===== config.mk =====
export PLATFORM = sky130hd
export DESIGN_NAME = float_to_int_seq
export DESIGN_NICKNAME = d
export VERILOG_FILES = /design/src/rtl/float_to_int_seq.sv
export SDC_FILE = /design/constraint.sdc
export NUM_CORES = 1
export LEC_CHECK = 0
export CAP_MARGIN = 20
export CORE_MARGIN = 2
export CORE_UTILIZATION = 65
export DETAILED_ROUTE_END_ITERATION = 12
export DONT_BUFFER_PORTS = 1
export PLACE_DENSITY_LB_ADDON = 0.25
export SYNTH_ARGS = -nofsm -noshare
export SYNTH_HDL_FRONTEND = slang
export SYNTH_SLANG_ARGS = --single-unit

===== constraint.sdc =====
create_clock -name clk -period 7.5 [get_ports clk]
set_input_delay 1.125 -clock clk [delete_from_list [all_inputs] [get_ports clk]]
set_output_delay 1.125 -clock clk [all_outputs]
set_load 0.1 [all_outputs]

===== src/rtl/float_to_int_seq.sv =====
// Multi-cycle IEEE-754 single to signed int32 converter, shifting SHIFT_PER_CYCLE bits per cycle.
// Optional round-to-nearest-even when FTOI_ROUND_NEAREST_EN is defined; truncation toward zero otherwise.
module float_to_int_seq #(
    parameter int unsigned SHIFT_PER_CYCLE = 1
) (
    input  logic        clk,
    input  logic        reset,
    input  logic        in_valid,
    output logic        in_ready,
    input  logic [31:0] in_float,
    output logic        out_valid,
    input  logic        out_ready,
    output logic [31:0] out_int,
    output logic        out_invalid,
    output logic        out_inexact
);

    localparam int unsigned DATA_W = 32;
    localparam int unsigned EXP_W  = 8;
    localparam int unsigned FRAC_W = 23;
    localparam int unsigned CNT_W  = 5;

    localparam logic [EXP_W-1:0]  EXP_MAX  = 8'd255;
    localparam logic [EXP_W-1:0]  EXP_OVF  = 8'd158;
    localparam logic [EXP_W-1:0]  EXP_UNIT = 8'd150;
`ifdef FTOI_ROUND_NEAREST_EN
    localparam logic [EXP_W-1:0]  EXP_MIN  = 8'd126;
`else
    localparam logic [EXP_W-1:0]  EXP_MIN  = 8'd127;
`endif
    localparam logic [DATA_W-1:0] INT_MIN  = 32'h8000_0000;
    localparam logic [DATA_W-1:0] INT_MAX  = 32'h7FFF_FFFF;
    localparam logic [DATA_W-1:0] NEG_2_31 = 32'hCF00_0000;
    localparam logic [CNT_W-1:0]  STEP_MAX = CNT_W'(SHIFT_PER_CYCLE);

    typedef enum logic [2:0] {
        S_IDLE,
        S_UNPACK,
        S_SHIFT,
        S_FIX,
        S_DONE
    } state_t;

    state_t             r_state;
    logic [DATA_W-1:0]  r_float;
    logic [DATA_W-1:0]  r_mag;
    logic [CNT_W-1:0]   r_cnt;
    logic               r_left;
    logic               r_guard;
    logic               r_sticky;
    logic               r_in_ready;
    logic               r_out_valid;
    logic [DATA_W-1:0]  r_out_int;
    logic               r_out_invalid;
    logic               r_out_inexact;

    state_t             w_state_nxt;
    logic [DATA_W-1:0]  w_float_nxt;
    logic [DATA_W-1:0]  w_mag_nxt;
    logic [CNT_W-1:0]   w_cnt_nxt;
    logic               w_left_nxt;
    logic               w_guard_nxt;
    logic               w_sticky_nxt;
    logic               w_out_valid_nxt;
    logic [DATA_W-1:0]  w_out_int_nxt;
    logic               w_out_invalid_nxt;
    logic               w_out_inexact_nxt;

    logic               w_sign;
    logic [EXP_W-1:0]   w_exp;
    logic [FRAC_W-1:0]  w_frac;
    logic [CNT_W-1:0]   w_step;
    logic [DATA_W-1:0]  w_sh_mag;
    logic               w_sh_guard;
    logic               w_sh_sticky;
    logic               w_round;
    logic [DATA_W-1:0]  w_mag_rnd;

    assign w_sign    = r_float[31];
    assign w_exp     = r_float[30:23];
    assign w_frac    = r_float[22:0];
    assign w_step    = (r_cnt < STEP_MAX) ? r_cnt : STEP_MAX;
    assign w_mag_rnd = r_mag + DATA_W'(w_round);

`ifdef FTOI_ROUND_NEAREST_EN
    assign w_round = r_guard & (r_sticky | r_mag[0]);
`else
    assign w_round = 1'b0;
`endif

    // One SHIFT cycle: up to SHIFT_PER_CYCLE single-bit steps, tracking bits lost to the right
    always_comb begin
        w_sh_mag    = r_mag;
        w_sh_guard  = r_guard;
        w_sh_sticky = r_sticky;
        for (int unsigned i = 0; i < SHIFT_PER_CYCLE; i++) begin
            if (CNT_W'(i) < w_step) begin
                if (r_left) begin
                    w_sh_mag = {w_sh_mag[DATA_W-2:0], 1'b0};
                end else begin
`ifdef FTOI_ROUND_NEAREST_EN
                    w_sh_sticky = w_sh_sticky | w_sh_guard;
                    w_sh_guard  = w_sh_mag[0];
`else
                    w_sh_sticky = w_sh_sticky | w_sh_mag[0];
`endif
                    w_sh_mag = {1'b0, w_sh_mag[DATA_W-1:1]};
                end
            end
        end
    end

    // Next-state and next-output logic
    always_comb begin
        w_state_nxt       = r_state;
        w_float_nxt       = r_float;
        w_mag_nxt         = r_mag;
        w_cnt_nxt         = r_cnt;
        w_left_nxt        = r_left;
        w_guard_nxt       = r_guard;
        w_sticky_nxt      = r_sticky;
        w_out_valid_nxt   = r_out_valid;
        w_out_int_nxt     = r_out_int;
        w_out_invalid_nxt = r_out_invalid;
        w_out_inexact_nxt = r_out_inexact;

        case (r_state)
            S_IDLE: begin
                if (in_valid) begin
                    w_float_nxt = in_float;
                    w_state_nxt = S_UNPACK;
                end
            end
            S_UNPACK: begin
                w_mag_nxt    = {8'b0, 1'b1, w_frac};
                w_guard_nxt  = 1'b0;
                w_sticky_nxt = 1'b0;
                w_left_nxt   = 1'b0;
                w_cnt_nxt    = '0;
                if (w_exp == EXP_MAX) begin
                    w_state_nxt       = S_DONE;
                    w_out_valid_nxt   = 1'b1;
                    w_out_int_nxt     = (w_frac != '0 || w_sign) ? INT_MIN : INT_MAX;
                    w_out_invalid_nxt = 1'b1;
                    w_out_inexact_nxt = 1'b0;
                end else if (w_exp >= EXP_OVF) begin
                    w_state_nxt       = S_DONE;
                    w_out_valid_nxt   = 1'b1;
                    w_out_inexact_nxt = 1'b0;
                    // -2^31 is the only exactly representable value at this magnitude
                    if (r_float == NEG_2_31) begin
                        w_out_int_nxt     = INT_MIN;
                        w_out_invalid_nxt = 1'b0;
                    end else begin
                        w_out_int_nxt     = w_sign ? INT_MIN : INT_MAX;
                        w_out_invalid_nxt = 1'b1;
                    end
                end else if (w_exp < EXP_MIN) begin
                    w_state_nxt       = S_DONE;
                    w_out_valid_nxt   = 1'b1;
                    w_out_int_nxt     = '0;
                    w_out_invalid_nxt = 1'b0;
                    w_out_inexact_nxt = |r_float[30:0];
                end else if (w_exp >= EXP_UNIT) begin
                    w_left_nxt  = 1'b1;
                    w_cnt_nxt   = CNT_W'(w_exp - EXP_UNIT);
                    w_state_nxt = (w_exp == EXP_UNIT) ? S_FIX : S_SHIFT;
                end else begin
                    w_cnt_nxt   = CNT_W'(EXP_UNIT - w_exp);
                    w_state_nxt = S_SHIFT;
                end
            end
            S_SHIFT: begin
                w_mag_nxt    = w_sh_mag;
                w_guard_nxt  = w_sh_guard;
                w_sticky_nxt = w_sh_sticky;
                w_cnt_nxt    = r_cnt - w_step;
                if (r_cnt == w_step) begin
                    w_state_nxt = S_FIX;
                end
            end
            S_FIX: begin
                w_state_nxt       = S_DONE;
                w_out_valid_nxt   = 1'b1;
                w_out_inexact_nxt = r_guard | r_sticky;
                if (!w_sign && w_mag_rnd[DATA_W-1]) begin
                    w_out_int_nxt     = INT_MAX;
                    w_out_invalid_nxt = 1'b1;
                end else begin
                    w_out_int_nxt     = w_sign ? (DATA_W'(0) - w_mag_rnd) : w_mag_rnd;
                    w_out_invalid_nxt = 1'b0;
                end
            end
            S_DONE: begin
                if (out_ready) begin
                    w_state_nxt     = S_IDLE;
                    w_out_valid_nxt = 1'b0;
                end
            end
            default: begin
                w_state_nxt = S_IDLE;
            end
        endcase
    end

    always_ff @(posedge clk or posedge reset) begin
        if (reset) begin
            r_state       <= S_IDLE;
            r_float       <= '0;
            r_mag         <= '0;
            r_cnt         <= '0;
            r_left        <= 1'b0;
            r_guard       <= 1'b0;
            r_sticky      <= 1'b0;
            r_in_ready    <= 1'b1;
            r_out_valid   <= 1'b0;
            r_out_int     <= '0;
            r_out_invalid <= 1'b0;
            r_out_inexact <= 1'b0;
        end else begin
            r_state       <= w_state_nxt;
            r_float       <= w_float_nxt;
            r_mag         <= w_mag_nxt;
            r_cnt         <= w_cnt_nxt;
            r_left        <= w_left_nxt;
            r_guard       <= w_guard_nxt;
            r_sticky      <= w_sticky_nxt;
            r_in_ready    <= (w_state_nxt == S_IDLE);
            r_out_valid   <= w_out_valid_nxt;
            r_out_int     <= w_out_int_nxt;
            r_out_invalid <= w_out_invalid_nxt;
            r_out_inexact <= w_out_inexact_nxt;
        end
    end

    assign in_ready    = r_in_ready;
    assign out_valid   = r_out_valid;
    assign out_int     = r_out_int;
    assign out_invalid = r_out_invalid;
    assign out_inexact = r_out_inexact;

endmodule


==> impl_metrics.json, run 1 <==
{
  "status": "finished clean",
  "worst_slew_pin_slew_ns": 1.033,
  "fin_skew_ns": 0.01805,
  "required_ns": 7.78,
  "setup_viol": 0,
  "critPathArrivalTime_ns": 3.10,
  "grt_overflow_total": 0,
  "cts_hold_buf": 0,
  "hold_viol": 0,
  "finalMaxSlewViolations": 0,
  "grt_pass1_wl_um": 22540,
  "synth_most_common_cell": "dfrtp_1",
  "multi_input_comb_area_sq_um": 3097,
  "final.min_clock_period_ns": 2.817,
  "cts-root-buf": "clkbuf_8",
  "detail_route.wl_per_cell_um": 18.61,
  "die_h_um": 100.9,
  "holdWs_ns": 0.5218,
  "grt_pass1_vias": 4493,
  "port_buffers": 0,
  "rsz0062_at_grt": "no",
  "synthTopCellsByArea": "dfrtp_1, mux2_2, nand2_1",
  "synth_top_area_cell": "dfrtp_1",
  "holdCritPathClass": "reg2reg",
  "fin_tns_setup_ns": 0,
  "seq_area_sq_um": 2754,
  "globalplace.congestion": 0.8168,
  "ir_drop_uv": 224.1,
  "ys.flop_type": "dfrtp_1",
  "cts.sinks": 110,
  "start_util": 0.6638,
  "final.fill_count": 735,
  "netlist_instances": 630,
  "seq_area_frac_synth": 0.4511,
  "track_usage": 0.2780,
  "synthArstFlopShare": 1.000,
  "grt_max_degree": 58,
  "synth_cell_types": 59,
  "cp_max_fo": 33,
  "start_kind": "register",
  "dpl-instance-area_sq_um": 6082,
  "slew_headroom": 0.3066,
  "synth.cell_area_sq_um": 6105,
  "cts_buffers": 9,
  "htreeDepth": 3,
  "fmaxAchievable_mhz": 355.0,
  "synth_common_cells": "dfrtp_1, nand2_1, o21ai_0, a21oi_1, clkbuf_1",
  "drive_gt1_frac": 0.1302,
  "power_density_nw_per_um2": 504.8,
  "stdcell_area_sq_um": 6262,
  "detail-route-antenna-nets": 0,
  "cts.clk_slew.worst_paths_ns": 0.11,
  "cts_resized": 0,
  "clock_latency_ns": 0.39,
  "cts_tree": "yes",
  "syn_to_final_growth_pct": 2.583,
  "synth_edf_count": 0,
  "netlist.area_leader.share": 0.4468,
  "ys_ff_latch": 110,
  "n_antenna_cell": 0,
  "power.total_uw": 3161,
  "io_pins": 72,
  "routed_via_density": 6.506,
  "dr.pass1.iters": 6,
  "num_vias": 4619,
  "dieWidth_um": 100.9,
  "totalWireLength_um": 13210,
  "post-cts-setup-buffers": 0,
  "ys_warn_count": 0,
  "coreArea_sq_um": 9196,
  "p_leak_uw": 0.002543,
  "drc": 0,
  "syn_nets": 675,
  "timing.final.crit_share": 0.3756,
  "dp_cells": 694,
  "cap_violations": 0,
  "final_cells": 710,
  "dp_hpwl_um": 9280,
  "grt_antenna_before_repair": 0,
  "final_net_count": 639,
  "ctsLongestPathBuffers": 2,
  "drt-initial-drc-count": 386,
  "row_count": 35,
  "cp-end-kind": "register",
  "critPathKind": "reg2reg",
  "die_area_sq_um": 10180,
  "syn_area_per_cell_sq_um": 9.690
}
## per-layer routing
layer  share of wire  global-route usage
met3           0.073             0.07906
met4           0.010             0.07069
met2            0.46              0.4195
met5               0                   0
met1            0.45              0.3972
## sequential cells by signal, summed over array words and instances (netlist names)
signal and count:
out_int 32, in_ready 1, r_float 32, out_invalid 1, r_mag 32, out_inexact 1, r_cnt 5, r_sticky 1
r_left 1, out_valid 1, r_state 3
## cells by family (layout without fill, tap and decap cells)
logic type,count (synthesis),after routing,synth area share
AND/OR/NAND/NOR,196,196,0.1666
AO/OA/AOI/OAI,164,164,0.1777
flip-flops,110,110,0.4511
buffers and inverters,64,33,0.04386
multiplexers,57,57,0.09920
XOR/XNOR,30,30,0.04304
adder cells (fa/ha/maj),9,9,0.01845
## worst paths after layout
kind | to | start | slack, ns | depth (start not counted)
setup / recovery | out_int[11]$_DFFE_PP0P_ | r_float[31]$_DFFE_PP0P_ | 4.68 | 4
max in group asynchronous | out_int[23]$_DFFE_PP0P_ | reset | 5.64 | 2
hold / removal | r_sticky$_DFFE_PP0P_ | r_sticky$_DFFE_PP0P_ | 0.52 | 2
setup reg to reg | out_int[11]$_DFFE_PP0P_ | r_float[31]$_DFFE_PP0P_ | 4.68 | 4
min in group asynchronous | r_float[14]$_DFFE_PP0P_ | reset | 0.72 | 1
hold reg to reg | r_sticky$_DFFE_PP0P_ | r_sticky$_DFFE_PP0P_ | 0.52 | 2
## stage by stage
stage | worst slack [ns] | utilization
after floorplan | 3.474 | -
after global placement | 4.861 | 0.6614
after detailed placement | 4.713 | 0.6614
after CTS | 4.722 | 0.6810
after global routing | 4.351 | 0.6810
final | 4.683 | 0.6810
## where the power goes
part / leakage (uW) / switching (uW) / internal, uW
combinational: 0.00107 / 605 / 522
clock: 0.0000906 / 212 / 125
sequential: 0.00139 / 870 / 827
## layout make-up
cell class | instances | share of cell area
tap | 111 | 0.02218
multi-input combinational | 456 | 0.4945
clock buffer | 9 | 0.01978
inverter | 10 | 0.006394
sequential | 110 | 0.4398
timing repair buffer | 7 | 0.008392
clock inverter | 7 | 0.008991
## cells in the final DEF, fill, tap and decap left out, types with 4 or more instances in the layout
master,instances
dfrtp_1,109
or2_2,4
clkbuf_8,9
nand2_1,78
xnor2_1,5
o31ai_1,11
mux2_2,28
a21oi_1,38
o21ai_0,49
nand3_1,11
nor3_1,12
xor2_1,25
a22o_1,31
nor4_1,13
o41ai_2,4
mux2i_1,29
nor2_1,38
inv_1,8
buf_4,7
o21ai_1,7
ha_1,9
nand2b_1,5
## worst max-delay path, cell delays in order, from the launching register on
cell	delay (ns)
dfrtp_1	1.04
clkinv_1	0.58
a21oi_4	0.68
o21ai_0	0.18
a22o_1	0.23
No activity file was read; power rests on OpenSTA's default activity.
==> run 2, diff against run 1 <==
- ABC_AREA: default -> 1
- CORE_UTILIZATION: 65 -> 64
- clock period: 7.5 -> 2.73 ns (I/O delays scaled with it)
==> run 2 against run 1 <==
Cell count up 41%. Cell area up 7.5%. Die area up 7.0%. Critical endpoint is now out_int[31]$_DFFE_PP0P_. Routed wire length up 26%. Setup slack worse by 3.9 ns.
==> impl_metrics.json, run 2 <==
{
  "io_pins": 72,
  "cts_hold_buf": 0,
  "globalplace.congestion": 0.9948,
  "synthSimpleGateAreaFrac": 0.3129,
  "ys_ff_latch": 110,
  "synth_top_family_by_area": "simple AND/OR/NAND/NOR gates",
  "synth_common_cells": "nand2_1, nor2_1, dfrtp_1, inv_1, nand3_1",
  "hold_viol": 0,
  "worst_slew_pin_slew_ns": 0.9815,
  "synth_most_common_cell": "nand2_1",
  "critPathArrivalTime_ns": 2.26,
  "finalMaxSlewViolations": 0,
  "fin_skew_ns": 0.01638,
  "ys_warn_count": 0,
  "fmaxAchievable_mhz": 506.5,
  "n_antenna_cell": 0,
  "cts_resized": 0,
  "detail_route.wl_per_cell_um": 16.65,
  "cap_violations": 0,
  "grt_util_met3": 0.07581,
  "final_net_count": 910,
  "coreArea_sq_um": 9774,
  "final.fill_count": 861,
  "grt_pass1_vias": 5606,
  "cp-end-kind": "register",
  "synth_compound_area_frac": 0.1273,
  "synth.cell_area_sq_um": 6446,
  "netlist_instances": 880,
  "synth_top_area_cell": "dfrtp_1",
  "final_common_cell": "nand2_1",
  "timing.final.crit_share": 0.7232,
  "synth-xor-area-share": 0.008152,
  "totalWireLength_um": 16700,
  "drt-initial-drc-count": 462,
  "synth_cell_types": 42,
  "dp_hpwl_um": 12450,
  "htreeDepth": 3,
  "synth.area.mux_share": 0.02795,
  "clock_latency_ns": 0.40,
  "cts.clk_slew.worst_paths_ns": 0.10,
  "dr.pass1.iters": 7,
  "cts_tree": "yes",
  "required_ns": 3.02,
  "start_kind": "register",
  "cts.sinks": 110,
  "syn_to_final_growth_pct": 4.445,
  "grt_max_degree": 59,
  "netlist.area_leader.share": 0.4231,
  "syn_nets": 925,
  "status": "finished clean",
  "syn_area_per_cell_sq_um": 7.325,
  "routed_via_density": 5.785,
  "grt_antenna_before_repair": 0,
  "fin_tns_setup_ns": 0,
  "ys.flop_type": "dfrtp_1",
  "cp_max_fo": 6,
  "dpl-instance-area_sq_um": 6524,
  "port_buffers": 0,
  "track_usage": 0.3204,
  "cts_buffers": 9,
  "synth_edf_count": 0,
  "num_vias": 5802,
  "cts-root-buf": "clkbuf_8",
  "stdcell_area_sq_um": 6733,
  "synthArstFlopShare": 1.000,
  "synthTopCellsByArea": "dfrtp_1, nand2_1, nor2_1",
  "drive_gt1_frac": 0.07241,
  "seq_area_frac_synth": 0.4272,
  "dieWidth_um": 104.4,
  "holdCritPathClass": "in2async",
  "post-cts-setup-buffers": 0,
  "row_count": 36,
  "setup_viol": 0,
  "start_util": 0.6595,
  "grt_pass1_wl_um": 27810,
  "rsz0062_at_grt": "no",
  "ctsLongestPathBuffers": 2,
  "slew_headroom": 0.3457,
  "busiest_layer": "met2",
  "grt_overflow_total": 0,
  "die_h_um": 104.4,
  "final.min_clock_period_ns": 1.974,
  "grt_use_met2": 0.5383,
  "layout_common_cells": "nand2_1, nor2_1, dfrtp_1, inv_1, nand3_1",
  "die_area_sq_um": 10890,
  "drc": 0,
  "critPathKind": "reg2reg",
  "synth_fa_ha_area_frac": 0.01747,
  "detail-route-antenna-nets": 0,
  "met1_usage": 0.4215
}
## run 2: cell type report
cell class,instances,area [sq um],area share
multi-input cells,653,3188,0.4735
clock buffers,10,127.6,0.01896
repair buffers,10,100.1,0.01487
inverters,81,315.3,0.04683
clock inverters,6,81.33,0.01208
well taps,133,166.4,0.02472
flip-flops and latches,110,2754,0.4090
## run 2: critical path: stages (launching register included)
cell     delay [ns]
dfrtp_1        0.46
nor2_1         0.24
nand2_1        0.10
nor2_1         0.40
nand2_1        0.19
nor2_1         0.14
nand2_1        0.05
nand3_1        0.08
nand2_1        0.06
nand2_1        0.10
nand2_1        0.06
## run 2: cell families (layout without fill, tap and decap cells)
group / after synthesis / after routing
AO/OA/AOI/OAI: 141 / 141
adder cells (fa/ha/maj): 9 / 9
buffers and inverters: 117 / 107
multiplexers: 16 / 16
AND/OR/NAND/NOR: 481 / 481
XOR/XNOR: 6 / 6
flip-flops: 110 / 110
## run 2: path summary, 6_finish.rpt
kind / slack [ns] / endpoint / cells past startpoint / startpoint
min reg2reg: 0.54 / r_cnt[1]$_DFFE_PP0P_ / 2 / r_cnt[1]$_DFFE_PP0P_
min: 0.04 / r_mag[23]$_DFFE_PP0P_ / 1 / reset
max: 0.76 / out_int[31]$_DFFE_PP0P_ / 10 / r_mag[4]$_DFFE_PP0P_
max reg2reg: 0.76 / out_int[31]$_DFFE_PP0P_ / 10 / r_mag[4]$_DFFE_PP0P_
min in group clk: 0.16 / r_float[5]$_DFFE_PP0P_ / 1 / in_float[5]
max in group asynchronous: 1.87 / in_ready$_DFF_PP1_ / 2 / reset
## run 2: through the flow
stage	setup WS [ns]	hold WS [ns]	util	instances
5_1_grt	0.5481	0.06461	0.6888	1003
3_5_place_dp	0.7885	0.4781	0.6674	987
6_report	0.7558	0.03666	0.6888	1003
3_3_place_gp	0.8570	0.4602	0.6674	987
4_1_cts	0.7550	0.04674	0.6888	1003
2_1_floorplan	0.9918	0.4800	-	880
## run 2: routing by layer
| metal | up-vias | routed length [um] |
|---|---|---|
| li1 | 2837 | - |
| met1 | 2723 | 7232 |
| met2 | 221 | 8136 |
| met3 | 21 | 1084 |
| met4 | 0 | 245 |
| met5 | - | 0 |
Power of run 2 is not shown: default switching activity piles up to over one toggle a cycle in this logic, so the estimate is an artifact.
==> run 3, diff against run 2 <==
- clock period: 2.73 -> 1.86 ns (I/O delays scaled with it)
==> run 3 against run 2 <==
Fmax rose by 3.9%. First-iteration DRC count rose by 3.2%. Count of clock-buffer cells in the layout fell by 1. Register-to-register slack got worse by 0.80 ns. Highest routed layer unchanged. Via count rose by 9.9%. Clock skew fell by 0.0020 ns. Cell count rose by 7.8%. Critical path depth did not move. The flow now finishes with violations (setup timing). Routed wire length rose by 17%. Setup slack got worse by 0.80 ns.
==> impl_metrics.json, run 3 (synthesis results as in run 2) <==
{
  "status": "complete, but fails checks",
  "violations": "setup timing",
  "dieWidth_um": 104.4,
  "critPathKind": "reg2reg",
  "grt_pass1_vias": 6143,
  "cts_buffers": 9,
  "port_buffers": 0,
  "routed-wl-met3_um": 1535,
  "n_antenna_cell": 0,
  "final.min_clock_period_ns": 1.900,
  "globalplace.congestion": 0.9452,
  "grt_overflow_total": 0,
  "worst_slew_pin_slew_ns": 0.5527,
  "ctsLongestPathBuffers": 2,
  "critPathArrivalTime_ns": 2.23,
  "die_h_um": 104.4,
  "cpPeakStageDelay_ns": 0.42,
  "rsz0062_at_grt": "yes",
  "syn_to_final_growth_pct": 16.52,
  "coreArea_sq_um": 9774,
  "row_count": 36,
  "drt-initial-drc-count": 477,
  "final_common_cell": "nand2_1",
  "required_ns": 2.19,
  "layout_common_cells": "nand2_1, nor2_1, dfrtp_1, inv_1, buf_4",
  "detail-route-antenna-nets": 0,
  "num_vias": 6377,
  "crit_chain": "inv_1, nand2_2, nor2_4, nor2_4, buf_4, inv_1, ha_1, nand4_1, o221ai_1, nor3_1",
  "dr.max_layer_used": "met4",
  "finalMaxSlewViolations": 0,
  "track_usage": 0.3511,
  "cp-startpoint": "r_cnt[3]$_DFFE_PP0P_",
  "hold_depth": 1,
  "fin_tns_setup_ns": -0.03984,
  "met2WireLength_um": 9654,
  "drive_gt1_frac": 0.1614,
  "cap_violations": 0,
  "hold_viol": 0,
  "cts_tree": "yes",
  "die_area_sq_um": 10890,
  "hp-start": "in_float[10]",
  "grt_max_degree": 38,
  "clock_latency_ns": 0.41,
  "setup_viol": 1,
  "final.fill_count": 705,
  "timing.final.crit_share": 1.021,
  "r2r_cells": 10,
  "r2r_slack_ns": -0.04,
  "holdCritPathClass": "in2reg",
  "start_kind": "register",
  "drc": 0,
  "stdcell_area_sq_um": 7511,
  "htreeDepth": 3,
  "fin_skew_ns": 0.01442,
  "slew_headroom": 0.6307,
  "io_pins": 72,
  "totalWireLength_um": 19590,
  "wl_met1_um": 7655,
  "routed_via_density": 5.899,
  "start_util": 0.6595,
  "worst_slack_ns": -0.03984,
  "dr.pass1.iters": 5,
  "reg2reg_from": "r_cnt[3]$_DFFE_PP0P_",
  "cts.sinks": 110,
  "grt_antenna_before_repair": 0,
  "min_to": "r_float[10]$_DFFE_PP0P_",
  "final_net_count": 988,
  "fmaxAchievable_mhz": 526.4,
  "multi_input_comb_area_sq_um": 3282,
  "cpMaxStageDelayCell": "dfrtp_1",
  "cp_max_fo": 5,
  "regToRegEndpoint": "in_ready$_DFF_PP1_",
  "grt_pass1_wl_um": 30370,
  "cts.clk_slew.worst_paths_ns": 0.12,
  "dpl-instance-area_sq_um": 7004,
  "seq_area_sq_um": 2754,
  "cts-root-buf": "clkbuf_8",
  "dp_hpwl_um": 13340,
  "detail_route.wl_per_cell_um": 18.12,
  "cp-end-kind": "register"
}
run 3: cell count changes in the layout (fill, tap and decap cells not counted), moves of 2 or more:
cell           previous run  this run
buf_12                    2         7
nand2_1                 267       263
buf_4                     8        70
nand3_4                   0         2
ha_2                      0         2
inv_1                    74        72
ha_1                      9         7
inv_8                     1         5
nor2_2                    2         7
dlygate4sd3_1             0         8
nand2_2                   3         7
nor2_1                  121       112
nor2_4                    2         6
run 3: cell type report:
| class | count | share of cell area |
|---|---|---|
| clock buffers | 9 | 0.01649 |
| flip-flops and latches | 110 | 0.3667 |
| repair inverters | 2 | 0.002665 |
| clock inverters | 7 | 0.01183 |
| multi-input cells | 654 | 0.4369 |
| inverters | 81 | 0.04398 |
| well taps | 133 | 0.02216 |
| repair buffers | 85 | 0.09928 |
run 3: per-layer routing:
metal | up-vias | track usage
met5 | - | 0
met4 | 0 | 0.1332
li1 | 3001 | -
met2 | 315 | 0.5887
met1 | 3007 | 0.4480
met3 | 54 | 0.07268
run 3: stage by stage:
stage	instances	hold slack, ns	setup WS [ns]	utilization
6_report	1081	0.01774	-0.03984	0.7684
2_1_floorplan	880	0.4295	0.2523	-
4_1_cts	1069	0.0003786	0.01124	0.7468
3_3_place_gp	1046	0.2164	0.1125	0.7166
3_5_place_dp	1046	0.2245	0.005664	0.7166
5_1_grt	1081	0.002317	-0.09987	0.7684
run 3: worst max-delay path: cells and delay by family, from the launching register on:
family	cells	cell delay, ns
DFF	1	0.42
and+or+nand+nor	5	0.56
AOI/OAI and AO/OA	1	0.28
buffers and inverters	3	0.38
adders and majority gates	1	0.17
run 3: repair_timing:
action / 4_1_cts / 5_1_grt
endpoints found under the hold margin: 21 / 1
gates cloned: 0 / 3
pin swaps: 0 / 3
setup endpoints to repair: 3 / 41
resized for setup: 4 / 28
buffers inserted: 0 / 8
hold buffers: 7 / 1
run 3: worst max-delay path by stage:
stage / end / slack (ns)
3_5_place_dp: out_int[30]$_DFFE_PP0P_ / 0.006
4_1_cts: out_invalid$_DFFE_PP0P_ / 0.01
2_1_floorplan: out_inexact$_DFFE_PP0P_ / 0.25
6_report: in_ready$_DFF_PP1_ / -0.04
5_1_grt: r_cnt[3]$_DFFE_PP0P_ / -0.1
3_3_place_gp: out_int[28]$_DFFE_PP0P_ / 0.11
Power of run 3 is left out for the same reason.
